**config.mk**
```make
export PLATFORM = sky130hd
export DESIGN_NAME = ball_motion
export DESIGN_NICKNAME = d
export VERILOG_FILES = /design/src/rtl/ball_motion.sv
export SDC_FILE = /design/constraint.sdc
export NUM_CORES = 1
export LEC_CHECK = 0
export CORE_MARGIN = 2
export CORE_UTILIZATION = 60
export CTS_CLUSTER_SIZE = 8
export DETAILED_ROUTE_END_ITERATION = 16
export GPL_ROUTABILITY_DRIVEN = 0
export MAX_ROUTING_LAYER = met4
export PLACE_DENSITY_LB_ADDON = 0.12
export SETUP_SLACK_MARGIN = 0.02
export SYNTH_ARGS = -nofsm -noshare
export SYNTH_HDL_FRONTEND = slang
export SYNTH_SLANG_ARGS = --single-unit
```
**constraint.sdc**
```tcl
create_clock -name clk -period 9 [get_ports clk]
set_input_delay 1.8 -clock clk [delete_from_list [all_inputs] [get_ports clk]]
set_output_delay 1.8 -clock clk [all_outputs]
set_load 0.02 [all_outputs]
```
**src/rtl/ball_motion.sv**
```systemverilog
// ball_motion: ball position engine for a two-player field.
// WAIT holds the ball centred until start. SERVE pauses for SERVE_TICKS frame
// ticks and then pulses serve. MOVE steps the centre along the 16-way heading
// on every tick, clamped to the field, until a goal edge recentres the ball.
// Optional feature macro: SCORE_EN adds saturating per-player scores
// (score_p1, score_p2). When the scoring player reaches 9 the ball returns to
// WAIT instead of SERVE.
// state_dbg exposes the FSM state: 0 WAIT, 1 SERVE, 2 MOVE.
// There is no valid/ready handshake here. tick is a one-cycle strobe. start,
// goal_p1 and goal_p2 are levels, and goals act only on their rising edge.
module ball_motion #(
    parameter logic [12:0] H_MAX       = 13'd2560,
    parameter logic [12:0] V_MAX       = 13'd1920,
    parameter logic [7:0]  SERVE_TICKS = 8'd60
) (
    input  logic        clk,
    input  logic        rst,
    input  logic        tick,
    input  logic        start,
    input  logic [3:0]  direction,
    input  logic [12:0] move_speed,
    input  logic [12:0] size,
    input  logic        goal_p1,
    input  logic        goal_p2,
    output logic [12:0] x,
    output logic [12:0] y,
    output logic        serve,
    output logic        moving,
`ifdef SCORE_EN
    output logic [3:0]  score_p1,
    output logic [3:0]  score_p2,
`endif
    output logic [1:0]  state_dbg
);

    typedef enum logic [1:0] {
        ST_WAIT  = 2'd0,
        ST_SERVE = 2'd1,
        ST_MOVE  = 2'd2
    } state_t;

    localparam logic [12:0] X_CENTRE = H_MAX >> 1;
    localparam logic [12:0] Y_CENTRE = V_MAX >> 1;

    state_t      state_q, state_d;
    logic [7:0]  cnt_q, cnt_d;
    logic [12:0] x_q, x_d, y_q, y_d;
    logic        serve_q, serve_d;
    logic        moving_q;
    logic        gp1_q, gp2_q;
    logic        rst_meta_q, run_q;
`ifdef SCORE_EN
    logic [3:0]  score_p1_q, score_p1_d, score_p2_q, score_p2_d;
`endif

    // Heading decode
    logic [1:0]  quad;
    logic [1:0]  off;
    logic [4:0]  kx_mag, ky_mag;
    logic        x_neg, y_down;

    // Step arithmetic
    logic [17:0]        prod_x, prod_y;
    logic signed [13:0] dx_s, dy_s, x_cur, y_cur, nx, ny;
    logic [12:0]        x_hi, y_hi, x_clamp, y_clamp;

    // Goal edges and serve counter increment
    logic       rise_p1, rise_p2, goal_hit;
    logic [8:0] cnt_inc;

    // Magnitude of a trig component (scaled by 16) by its angular offset
    // from the axis, in 22.5-degree steps.
    function automatic logic [4:0] k_mag(input logic [2:0] steps);
        logic [4:0] k;
        case (steps)
            3'd0:    k = 5'd16;
            3'd1:    k = 5'd15;
            3'd2:    k = 5'd11;
            3'd3:    k = 5'd6;
            default: k = 5'd0;
        endcase
        return k;
    endfunction

    // Release reset through two flops so the FSM starts on a clean edge.
    always_ff @(posedge clk or negedge rst) begin
        if (!rst) begin
            rst_meta_q <= 1'b0;
            run_q      <= 1'b0;
        end else begin
            rst_meta_q <= 1'b1;
            run_q      <= rst_meta_q;
        end
    end

    // Split the heading into quadrant and offset, then select component
    // magnitudes and signs. Headings run clockwise from up. Screen y grows
    // downward.
    always_comb begin
        quad = direction[3:2];
        off  = direction[1:0];
        if (!quad[0]) begin
            kx_mag = k_mag(3'd4 - {1'b0, off});
            ky_mag = k_mag({1'b0, off});
        end else begin
            kx_mag = k_mag({1'b0, off});
            ky_mag = k_mag(3'd4 - {1'b0, off});
        end
        x_neg  = quad[1];
        y_down = quad[1] ^ quad[0];
    end

    // Per-tick step and clamped candidate position. Clamping lands exactly
    // on the limit so a downstream equality wall test sees the contact.
    always_comb begin
        prod_x  = {5'd0, move_speed} * {13'd0, kx_mag};
        prod_y  = {5'd0, move_speed} * {13'd0, ky_mag};
        dx_s    = $signed(14'(prod_x >> 4));
        dy_s    = $signed(14'(prod_y >> 4));
        x_cur   = $signed({1'b0, x_q});
        y_cur   = $signed({1'b0, y_q});
        nx      = x_neg  ? (x_cur - dx_s) : (x_cur + dx_s);
        ny      = y_down ? (y_cur + dy_s) : (y_cur - dy_s);
        x_hi    = H_MAX - size;
        y_hi    = V_MAX - size;
        if (nx < $signed({1'b0, size})) begin
            x_clamp = size;
        end else if (nx > $signed({1'b0, x_hi})) begin
            x_clamp = x_hi;
        end else begin
            x_clamp = nx[12:0];
        end
        if (ny < $signed({1'b0, size})) begin
            y_clamp = size;
        end else if (ny > $signed({1'b0, y_hi})) begin
            y_clamp = y_hi;
        end else begin
            y_clamp = ny[12:0];
        end
    end

    // Goal rising edges. Player 1 wins a simultaneous edge.
    always_comb begin
        rise_p1  = goal_p1 & ~gp1_q;
        rise_p2  = goal_p2 & ~gp2_q;
        goal_hit = rise_p1 | rise_p2;
        cnt_inc  = {1'b0, cnt_q} + {8'd0, tick};
    end

    // Next state, serve counter, position and scores.
    always_comb begin
        state_d = state_q;
        cnt_d   = cnt_q;
        x_d     = x_q;
        y_d     = y_q;
        serve_d = 1'b0;
`ifdef SCORE_EN
        score_p1_d = score_p1_q;
        score_p2_d = score_p2_q;
`endif
        case (state_q)
            ST_WAIT: begin
                x_d = X_CENTRE;
                y_d = Y_CENTRE;
                if (start) begin
                    state_d = ST_SERVE;
                    cnt_d   = 8'd0;
                end
            end
            ST_SERVE: begin
                x_d = X_CENTRE;
                y_d = Y_CENTRE;
                if (cnt_inc >= {1'b0, SERVE_TICKS}) begin
                    state_d = ST_MOVE;
                    serve_d = 1'b1;
                    cnt_d   = 8'd0;
                end else begin
                    cnt_d = cnt_inc[7:0];
                end
            end
            ST_MOVE: begin
                if (goal_hit) begin
                    // A goal outranks a coincident tick: the step is dropped.
                    state_d = ST_SERVE;
                    cnt_d   = 8'd0;
                    x_d     = X_CENTRE;
                    y_d     = Y_CENTRE;
`ifdef SCORE_EN
                    if (rise_p1) begin
                        if (score_p2_q != 4'd9) begin
                            score_p2_d = score_p2_q + 4'd1;
                        end
                        if (score_p2_d == 4'd9) begin
                            state_d = ST_WAIT;
                        end
                    end else begin
                        if (score_p1_q != 4'd9) begin
                            score_p1_d = score_p1_q + 4'd1;
                        end
                        if (score_p1_d == 4'd9) begin
                            state_d = ST_WAIT;
                        end
                    end
`endif
                end else if (tick) begin
                    x_d = x_clamp;
                    y_d = y_clamp;
                end
            end
            default: begin
                state_d = ST_WAIT;
                x_d     = X_CENTRE;
                y_d     = Y_CENTRE;
            end
        endcase
    end

    // State and output registers. Nothing advances until reset release has
    // passed through the synchroniser.
    always_ff @(posedge clk or negedge rst) begin
        if (!rst) begin
            state_q  <= ST_WAIT;
            cnt_q    <= 8'd0;
            x_q      <= X_CENTRE;
            y_q      <= Y_CENTRE;
            serve_q  <= 1'b0;
            moving_q <= 1'b0;
            gp1_q    <= 1'b0;
            gp2_q    <= 1'b0;
`ifdef SCORE_EN
            score_p1_q <= 4'd0;
            score_p2_q <= 4'd0;
`endif
        end else if (run_q) begin
            state_q  <= state_d;
            cnt_q    <= cnt_d;
            x_q      <= x_d;
            y_q      <= y_d;
            serve_q  <= serve_d;
            moving_q <= (state_d == ST_MOVE);
            gp1_q    <= goal_p1;
            gp2_q    <= goal_p2;
`ifdef SCORE_EN
            score_p1_q <= score_p1_d;
            score_p2_q <= score_p2_d;
`endif
        end
    end

    assign x         = x_q;
    assign y         = y_q;
    assign serve     = serve_q;
    assign moving    = moving_q;
    assign state_dbg = state_q;
`ifdef SCORE_EN
    assign score_p1  = score_p1_q;
    assign score_p2  = score_p2_q;
`endif

endmodule

```
==> metrics.txt, run 1 <==
status=finished, violations left; failing checks=negative setup slack; ys flop type=dfrtp_1; placed inst area=12300 um2; 1st-iter DRT viols=1266; kind of critical path=in -> reg; synthesized area per cell=8.44 um2; final worst slack=-575 ps; area of the multi-input gates=8810 um2; Max Cap Viol=0; top-count cell post-synth=ha_1; xor/xnor share of the synthesized area=7.71%; clk sinks=42; Post-Route WL=34500 um; largest net degree at the start of global routing=43; post-synthesis net count=1367; area leader, netlist=ha_1; Post-Syn Area=9550 um2; fin. max-slew vios=0; Hold Buf Count CTS=0; EDFF count, synth=0; vias in the first global route=10200; Remaining DRCs=0; Worst setup EP type=register; Synth async-reset ratio=100%; input/output buffers=65; Max transition margin=30.0%; Gate Count Post-Synth=1131; Yosys reg bits=42; synth warn=0; die area=16900 um2; All-Layer GR Usage=38.5%; period utilization=106%; CTS Buffer Depth=2; Final Hold Viols=0; max incr delay on CP=520 ps; initial core utilization=60.8%; compound-cell area share of the yosys netlist=21.2%; minimum clock period after layout=9580 ps; FMAX=104 MHz; setup tns final=-6880 ps; drt wl/cell=20.7 um; Synth area leaders=ha_1 18%, fa_1 14%, dfrtp_1 9.4%; fin nets=1682; Clock Tree Root=clkbuf_16; Setup violations, final=26; H-tree levels=2; RSZ-0062 raised after global routing=yes; clk_skew=7.83 ps; worst path required time=9160 ps; Overflow after GRT=0; area of the core=15700 um2; P_leak=6.42 nW; crit path launch type=input port; Register Area=1060 um2; Post-Synth Adder-Cell Area=31.4%; Synth Area in Simple Gates=20.6%; antenna-violating nets left=0; post-synthesis sequential area ratio=11.1%; # fillers=816; Ports=66; WHS=349 ps; total CTS buffers=5; Clock transition at path regs=60 ps; DP Worst Slack=-1120 ps; Worst EP arrival=9740 ps; Crit-path slowest cell=fa_1; Synth top area share=17.6%; peak supply drop=0.446 mV; Hold Path Class=reg -> reg; Area growth syn-to-layout=41.6%; Pwr Density=441 nW/um2; standard-cell row count=46; DRT Pass-1 Iters=6; dpl hpwl=22800 um; die width=130 um; CTS tree=built; top post-synthesis cells by count=134 x ha_1, 96 x inv_1, 91 x nand2_1; Worst Path Max Fanout=12; DR vias/cell=6.33; CP most frequent cell=buf_4; die height=130 um; Synth cell types=93; Slew @ Worst Pin=1050 ps; initial antenna violation count=0; ant diodes=0; fraction of layout cells with a size suffix above 1=32.3%; DR vias=10500; main combinational cell family by area after synthesis=adder cells; first-pass GRT wire length=50200 um; mux cell area share after synthesis=2.53%; Design Area, Final=13500 um2; Skew-Pair Late Insertion Delay=300 ps
==> routing by layer <==
metal / track usage [%] / part of all wire, % / vias up
li1: - / - / 4657
met1: 49.1 / 39 / 5070
met2: 63.2 / 47 / 613
met3: 5.00 / 8.5 / 190
met4: 13.5 / 5.1 / 0
met5: - / 0 / -
==> repair_timing <==
item | 4_1_cts | 5_1_grt
resized for setup | 125 | 51
pin swaps | 97 | 47
setup buffers | 26 | 11
endpoints found under the setup margin | 26 | 26
gates cloned | 0 | 0
==> registers in the layout, summed over array words and instances, names as in the netlist <==
name / count
cnt_q: 8
gp1_q: 1
gp2_q: 1
moving: 1
rst_meta_q: 1
run_q: 1
serve: 1
state_dbg: 2
x: 13
y: 13
==> cell type report <==
type | instances | area share, %
clock buffer | 6 | 0.953
clock inverter | 2 | 0.278
inverter | 98 | 2.83
multi-input combinational | 957 | 65.2
sequential | 42 | 7.83
tap | 216 | 2.00
timing repair buffer | 342 | 20.9
==> worst max-delay path, delay by kind of cell <==
family / cells / cell delay (ps)
adders and majority gates: 7 / 2400
AOI/OAI and AO/OA: 10 / 1880
and+or+nand+nor: 10 / 1750
buffers and inverters: 8 / 1000
muxes: 2 / 610
xor gates and xnor gates: 2 / 290
==> per-stage QoR <==
step,cells,total power [mW],util [%]
after CTS,1653,5.27,84.0
after global routing,1663,6.27,86.0
after detailed placement,1622,4.45,78.3
after floorplan,1131,2.89,-
after global placement,1622,4.32,78.3
final,1663,5.96,86.0
==> power breakdown <==
part	internal [mW]	switching [mW]	leakage, nW
combinational	2.68	2.85	5.79
sequential	0.198	0.0122	0.548
clock	0.131	0.0841	0.0771
total	3.00	2.95	6.42
==> logic make-up (layout without fill, tap and decap cells) <==
kind of cell | after synthesis | after routing
adder cells (fa/ha/maj) | 200 | 200
flip-flops | 42 | 42
AND/OR/NAND/NOR | 378 | 378
multiplexers | 22 | 22
other | 1 | 1
buffers and inverters | 132 | 448
XOR/XNOR | 84 | 84
AO/OA/AOI/OAI | 272 | 272
==> path summary, 6_finish.rpt <==
path	cells after the start	end	slack, ps	startpoint
max	39	y[0]	-580	direction[1]
min	0	run_q	350	rst_meta_q
max reg2reg	20	y[0]	4350	y[0]
min reg2reg	0	run_q	350	rst_meta_q
max in group asynchronous	1	x[12]	6660	rst
min in group asynchronous	1	cnt_q[5]	1680	rst
==> cells in the final DEF (no fill, tap or decap), types with 22 or more instances in the layout <==
cell             count
dfrtp_1             36
nor2_1              62
and2_1              68
nand2_1             87
buf_4              260
ha_1               116
inv_1               91
xnor2_1             52
nand3_1             22
a21oi_1             39
o21ai_0             33
nor2b_1             28
clkdlybuf4s50_1     61
fa_1                65
Power figures use the tool's default switching activity.
==> inputs of run 2 (changes only) <==
- ABC_CLOCK_PERIOD_IN_PS: default -> 9000
- CTS_BUF_LIST: default -> sky130_fd_sc_hd__clkbuf_8 sky130_fd_sc_hd__clkbuf_16
==> run 2 against run 1 <==
Compared with the run above:
- the flow still finishes with violations (negative setup slack)
- sequential power is essentially flat
- first-iteration DRC count down 0.87%
- clock skew hardly changed
- clock power hardly changed
- design area unchanged
- highest routed layer unchanged
==> metrics.txt, run 2 (synthesis results as in run 1) <==
final core occ=86.0%; commonest non-fill, non-tap cells in the layout=260 x buf_4, 116 x ha_1, 92 x inv_1; Area growth syn-to-layout=41.6%; Worst setup EP type=register; crit path launch type=input port; 1st-iter DRT viols=1255; standard-cell row count=46; Pwr Density=441 nW/um2; Skew-Pair Late Insertion Delay=300 ps; CTS tree=built; placed instance count=1622; reg-to-reg startpoint=y[0]; antenna-violating nets left=0; Clock transition at path regs=60 ps; All-Layer GR Usage=38.5%; Crit-path slowest cell=fa_1; flop2flop setup slack=4360 ps; Final Hold Viols=0; Max transition margin=29.0%; WHS=349 ps; fraction of layout cells with a size suffix above 1=32.3%; hold path depth=0; Design Area, Final=13500 um2; CTS Buffer Depth=2; Overflow after GRT=0; FMAX=105 MHz; worst reg2reg path depth=21; Clock Tree Root=clkbuf_16; fin. max-slew vios=0; Worst Path Max Fanout=12; DP Worst Slack=-1120 ps; Hold Crit Start=rst_meta_q; reg2reg end=y[0]; DR vias=10500; die height=130 um; Setup violations, final=26; clk sinks=42; vias in the first global route=10200; Remaining DRCs=0; Post-Route WL=34500 um; clk_skew=7.71 ps; period utilization=106%; area of the core=15700 um2; worst path required time=9160 ps; final worst slack=-567 ps; initial core utilization=60.8%; peak supply drop=0.441 mV; drt wl/cell=20.7 um; Hold Buf Count CTS=0; DR vias/cell=6.33; minimum clock period after layout=9570 ps; Total Power=5.96 mW; status=finished, violations left; DRT Pass-1 Iters=9; placed inst area=12300 um2; ant diodes=0; CP most frequent cell=buf_4; Slew @ Worst Pin=1060 ps; Ports=66; input/output buffers=65; fin nets=1682; most common cell after layout, fill and taps aside=buf_4; max incr delay on CP=520 ps; first-pass GRT wire length=50200 um; final cell count without fillers=1663; largest net degree at the start of global routing=43; hold worst-path end=run_q; setup tns final=-6890 ps; H-tree levels=2; Worst EP arrival=9730 ps; P_leak=6.42 nW; initial antenna violation count=0; RSZ-0062 raised after global routing=yes; Max Cap Viol=0; total CTS buffers=5; failing checks=negative setup slack; die area=16900 um2; die width=130 um; Hold Path Class=reg -> reg; dpl hpwl=22800 um; kind of critical path=in -> reg
## run 2: cell types whose count changed in the layout (fill, tap and decap cells not counted), sizes merged
| cell | change |
|---|---|
| clkbuf | -1 |
| inv | +1 |
## run 2: timing repair
action | in CTS | in global routing
gates cloned | 0 | 0
buffers inserted | 26 | 11
gates resized for setup | 125 | 51
setup endpoints to repair | 26 | 26
pin swaps | 97 | 47
## run 2: layer usage
layer	track usage, %	share of wire (%)	wire, um	up-vias
li1	-	-	-	4662
met1	49.1	39	13600	5075
met2	63.2	47	16400	621
met3	5.00	8.3	2880	176
met4	13.5	4.9	1690	0
met5	-	0	0	-
## run 2: report_power, final
group	total [mW]	switching [mW]	internal, mW
Combinational	5.53	2.86	2.68
Clock	0.215	0.0851	0.130
Sequential	0.210	0.0122	0.198
Total	5.96	2.95	3.01
## run 2: critical path: cells and delay by family
kind / cells / cell delay, ps
simple gates: 10 / 1730
compound gates: 10 / 1870
xor+xnor: 2 / 290
fa+ha+maj: 7 / 2420
buf+inv: 8 / 1000
mux: 2 / 600
## run 2: worst max-delay path by stage
stage | depth (start not counted) | end | start | slack (ps)
after floorplan | 35 | x[10] | direction[0] | 20
after global placement | 36 | y[9] | direction[0] | -990
after detailed placement | 36 | y[9] | direction[0] | -1120
after CTS | 38 | y[0] | direction[0] | -120
after global routing | 40 | y[0] | direction[0] | -750
final | 39 | y[0] | direction[1] | -570
## run 2: area by class of cell
| cell class | instances | area, um2 |
|---|---|---|
| clock buffer | 5 | 125 |
| sequential | 42 | 1060 |
| multi-input combinational | 957 | 8810 |
| inverter | 98 | 383 |
| tap | 216 | 270 |
| fill | 816 | 2190 |
| timing repair buffer | 342 | 2830 |
| clock inverter | 3 | 41.3 |
